$ cat src/rtl/div_seq.sv
// rtl/div_seq.sv - sequential 32-bit restoring divider (DIV/DIVU) for the E stage
//
// Purpose: radix-2 restoring divider, one quotient bit per cycle, with a
// combinational stall request so the pipeline stalls in the acceptance cycle.
// Optional build macro: DIV_EARLY_OUT_EN (one-cycle completion when |opa| < |opb|).
//
// Ports:
//   clk           - clock, rising-edge active
//   rst           - synchronous active-high reset
//   start_i       - divide valid in E stage, held while stalled
//   signed_i      - 1 = DIV (two's complement), 0 = DIVU
//   opa_i, opb_i  - dividend, divisor (sampled at acceptance)
//   annul_i       - flush/cancel of the E-stage divide
//   div_running_o - stall request to the hazard unit
//   ready_o       - one-cycle pulse, result_o valid
//   result_o      - {remainder, quotient}

module div_seq (
   input  logic        clk,
   input  logic        rst,
   input  logic        start_i,
   input  logic        signed_i,
   input  logic [31:0] opa_i,
   input  logic [31:0] opb_i,
   input  logic        annul_i,
   output logic        div_running_o,
   output logic        ready_o,
   output logic [63:0] result_o
);

   typedef enum logic [1:0] {IDLE, BUSY, DONE} stateT;

   stateT       state;
   logic [31:0] magB;      // divisor magnitude
   logic [31:0] quo;       // dividend shifts out of the top, quotient bits shift in
   logic [31:0] rem;       // partial remainder, always < magB between steps
   logic        negQ;
   logic        negR;
   logic [5:0]  count;

   logic [31:0] absA;
   logic [31:0] absB;
   logic [32:0] partial;
   logic        fits;
   logic [31:0] remNext;
   logic [31:0] quoNext;
   logic [31:0] quoFinal;
   logic [31:0] remFinal;

   always_comb begin
      absA = (signed_i && opa_i[31]) ? (32'd0 - opa_i) : opa_i;
      absB = (signed_i && opb_i[31]) ? (32'd0 - opb_i) : opb_i;

      // 33-bit trial value: remainder shifted left with the next dividend bit
      partial = {rem, quo[31]};
      fits    = (partial >= {1'b0, magB});
      // When it fits the difference is below magB, so 32-bit wrap-around is exact
      remNext = fits ? (partial[31:0] - magB) : partial[31:0];
      quoNext = {quo[30:0], fits};

      quoFinal = negQ ? (32'd0 - quoNext) : quoNext;
      remFinal = negR ? (32'd0 - remNext) : remNext;
   end

   // Stall is combinational so the request cycle itself already holds D/F/E
   always_comb begin
      div_running_o = ~rst & ~annul_i &
                      (((state == IDLE) & start_i) | (state == BUSY));
      ready_o       = ~rst & ~annul_i & (state == DONE);
   end

   always_ff @(posedge clk) begin
      if (rst) begin
         state    <= IDLE;
         count    <= 6'd0;
         result_o <= 64'd0;
         rem      <= 32'd0;
         quo      <= 32'd0;
         magB     <= 32'd0;
         negQ     <= 1'b0;
         negR     <= 1'b0;
      end else if (annul_i) begin
         // Cancel wins over acceptance, stepping and completion
         state <= IDLE;
      end else begin
         case (state)
            IDLE: begin
               if (start_i) begin
                  magB  <= absB;
                  quo   <= absA;
                  rem   <= 32'd0;
                  negQ  <= signed_i & (opa_i[31] ^ opb_i[31]);
                  negR  <= signed_i & opa_i[31];
                  count <= 6'd0;
                  if (opb_i == 32'd0) begin
                     result_o <= {opa_i, 32'hFFFF_FFFF};
                     state    <= DONE;
                  end
`ifdef DIV_EARLY_OUT_EN
                  else if (absA < absB) begin
                     // Quotient is zero and the remainder is the dividend itself
                     result_o <= {opa_i, 32'd0};
                     state    <= DONE;
                  end
`endif
                  else begin
                     state <= BUSY;
                  end
               end
            end
            BUSY: begin
               rem   <= remNext;
               quo   <= quoNext;
               count <= count + 6'd1;
               if (count == 6'd31) begin
                  result_o <= {remFinal, quoFinal};
                  state    <= DONE;
               end
            end
            DONE: begin
               state <= IDLE;
            end
            default: begin
               state <= IDLE;
            end
         endcase
      end
   end

endmodule
$ cat config.mk
export PLATFORM = sky130hd
export DESIGN_NAME = div_seq
export DESIGN_NICKNAME = d
export VERILOG_FILES = /design/src/rtl/div_seq.sv
export SDC_FILE = /design/constraint.sdc
export NUM_CORES = 1
export LEC_CHECK = 0
export CAP_MARGIN = 10
export CORE_MARGIN = 2
export CORE_UTILIZATION = 50
export DETAILED_ROUTE_END_ITERATION = 16
export DONT_BUFFER_PORTS = 1
export GPL_TIMING_DRIVEN = 0
export SLEW_MARGIN = 20
export SYNTH_ARGS = -nofsm -noshare
export SYNTH_HDL_FRONTEND = slang
export SYNTH_SLANG_ARGS = --single-unit
$ cat constraint.sdc
create_clock -name clk -period 10.9 [get_ports clk]
set_clock_uncertainty 0.1 [all_clocks]
set_input_delay 1.09 -clock clk [delete_from_list [all_inputs] [get_ports clk]]
set_output_delay 1.09 -clock clk [all_outputs]
set_load 0.02 [all_outputs]
==> summary.md <==
| Metric | Value |
|---|---|
| Num CTS Buffers | `17` |
| Post-synthesis cell count | `1589` |
| Tmin final | `6.38 ns` |
| Fmax | `157 MHz` |
| Die width | `158 µm` |
| Syn nets | `1696` |
| Endpoints failing hold | `0` |
| Crit path kind | `reg2reg` |
| Cell Count Post-Placement | `1908` |
| Synth Register Bits | `170` |
| Area used by multi-input combinational logic | `7850 µm²` |
| CP Capture Type | `register` |
| Die span in y | `158 µm` |
| Reg clk slew, reported paths | `0.07 ns` |
| Layout Cells excl Fill | `1940` |
| Fin util | `0.552` |
| Ys flop type | `dfxtp_1` |
| Count leader, synth | `nor2_1` |
| Final GP Congestion | `0.948` |
| Initial DRC count | `1179` |
| Final setup viols | `0` |
| Drt total wl | `43800 µm` |
| # IOs | `135` |
| Routed Antenna Nets | `0` |
| Cts repair resizes | `0` |
| Worst R2R Path Depth | `20` |
| HPWL Detailed | `34400 µm` |
| Clock Latency Late Sink | `0.44 ns` |
| Crit Path Max Fanout | `10` |
| # DRC | `0` |
| CORE AREA | `23400 µm²` |
| Leak | `4.77 nW` |
| Top post-synthesis cells by count | `nor2_1, dfxtp_1, nand2_1, a21oi_1, clkbuf_1` |
| Crit path DAT | `6.61 ns` |
| Setup TNS Final | `0 ns` |
| Post-synth EDFFs | `0` |
| DR WL/cell | `22.6 µm` |
| Hold Path Depth | `2` |
| DIE AREA | `25000 µm²` |
| Synth area leader | `dfxtp_1` |
| Input/output buffers | `0` |
| Hold endpoint | `magB[31]` |
| Clock root buffer | `clkbuf_16` |
| Final period util | `0.585` |
| RSZ-0062 raised after global routing | `false` |
| Power per cell area | `138 nW/µm²` |
| Flop2flop setup slack | `4.52 ns` |
| Most used cell along the critical path | `clkbuf_1` |
| Final nets | `1715` |
| Fraction of layout cells with a size suffix above 1 | `0.0457` |
| Via count | `12300` |
| Proportion of netlist area held by the largest area contributor | `0.286` |
| Number of global-route vias before repair | `11000` |
| Slew Limit Fails | `0` |
| Row count | `56` |
| Max-cap violations | `0` |
| FF/Latch Area | `3400 µm²` |
| Post-CTS setup buffers | `0` |
| Unique masters post-synth | `83` |
| Post-route cell area | `12900 µm²` |
| Origin of the worst min-delay path | `magB[31]` |
| Crit path required time | `11.13 ns` |
| Startpoint Class | `register` |
| Avg Inst Size Synth | `7.48 µm²` |
| First-pass GRT wire length | `65700 µm` |
| CP max stage delay | `0.98 ns` |
| Pre-CTS setup slack | `4.72 ns` |
| H-tree levels | `4` |
| Area post-placement | `12300 µm²` |
| Total Routing Usage GR | `0.347` |
| Filler cells | `2417` |
| Initial Utilization | `0.508` |
| Crit-path cells | `ha_1 -> clkbuf_1 -> nand3_1 -> nor3_1 -> nand4_1 -> or3_1 -> and4_1 -> buf_6 -> nand2_8 -> clkbuf_1 -> clkbuf_1 -> mux2i_1 -> ha_1 -> and3_1 -> o211a_1 -> a31oi_1 -> nor4_1 -> nand2_1 -> nand4b_1 -> and3_1` |
| Hold Buf Count CTS | `0` |
| Worst VDD drop | `0.0999 mV` |
| Outcome | `finished clean` |
| Final WS setup | `4.52 ns` |
| Warnings from Yosys | `0` |
| Worst hold slack | `0.355 ns` |
| Sequential area share after synthesis | `0.286` |
| Actual slew at the worst max-slew pin | `1.21 ns` |
| Bufs on Longest Clock Path | `2` |
| Diode count | `0` |
| Synth async-reset ratio | `0` |
| Reg-to-Reg End | `result_o[62]` |
| Relative slew slack | `0.183` |
| Ranking of synthesized cells by area | `dfxtp_1, nor2_1, xor2_1` |
| Netlist Area Pre-Place | `11900 µm²` |
| CP startpoint | `rem[2]` |
| Min-Delay Path Class | `reg2reg` |
| Drt first pass iters | `5` |
| Gr ovfl total | `0` |
| Slowest cell on crit path | `nor4_1` |
| Vias per cell | `6.34` |
| Reg2reg start | `rem[2]` |
| Total power | `1.79 mW` |
| CTS Sinks | `170` |
| Largest net degree at the start of global routing | `17` |
| P&R area growth vs syn | `8.68%` |
| CTS tree | `done` |
| Initial antenna violation count | `0` |
worst max path at each step:
stage / end
after floorplan: result_o[56]
after global placement: result_o[56]
after detailed placement: result_o[50]
after CTS: result_o[56]
after global routing: result_o[50]
final: result_o[62]
logic make-up after synthesis:
group | Yosys count | synth area share
compound gates | 466 | 0.269
xor+xnor | 127 | 0.0936
fa+ha+maj | 38 | 0.0407
buf+inv | 164 | 0.0536
flops | 170 | 0.286
mux | 21 | 0.0181
simple gates | 603 | 0.238
layout by cell type, fill, tap and decap left out, types with 9 or more instances in the layout:
cell type,count
nor2_1,265
dfxtp_1,170
nand2_1,133
a21oi_1,122
clkbuf_1,85
a211oi_1,82
xor2_1,72
o21ai_0,64
xnor2_1,55
inv_1,52
nor3_1,42
ha_1,37
a311oi_1,32
nand3_1,26
o31ai_1,26
a22oi_1,25
or3_1,23
nand4_1,20
mux2i_1,17
clkbuf_16,17
buf_1,15
a21o_1,14
nor4_1,12
o41ai_1,12
nand2b_1,11
and3_1,11
buf_2,10
o21a_1,10
a31oi_1,10
or4_1,9
report_power, final:
group	internal, mW	total, mW	switching, mW
logic	0.146	0.435	0.289
clock network	0.375	0.669	0.294
registers	0.647	0.682	0.0354
flip-flops by register name, summed over array words and instances (netlist names):
register	count
result_o	64
magB	32
quo	32
rem	32
count	6
state	2
negQ	1
negR	1
cell type report:
type                            instances  area share
Multi-Input combinational cell       1255       0.608
Buffer                                111      0.0339
Tap cell                              319      0.0309
Clock buffer                           19      0.0343
Sequential cell                       170       0.264
Inverter                               53      0.0154
Clock inverter                         13      0.0140
critical path, delay by kind of cell, from the launching register on:
| kind | cells | cell delay (ns) |
|---|---|---|
| AND/OR/NAND/NOR | 11 | 3.10 |
| AO/OA/AOI/OAI | 2 | 0.23 |
| adder cells (fa/ha/maj) | 2 | 0.55 |
| flip-flops | 1 | 0.39 |
| multiplexers | 1 | 0.36 |
| buffers and inverters | 4 | 1.52 |
layer usage:
layer  vias up  GRT usage  part of all wire
li1       5810          -                 -
met1      5888      0.519              0.47
met2       541      0.502              0.42
met3        53     0.0772             0.096
met4         0     0.0824             0.019
met5         -          0                 0
Power figures use the tool's default switching activity.
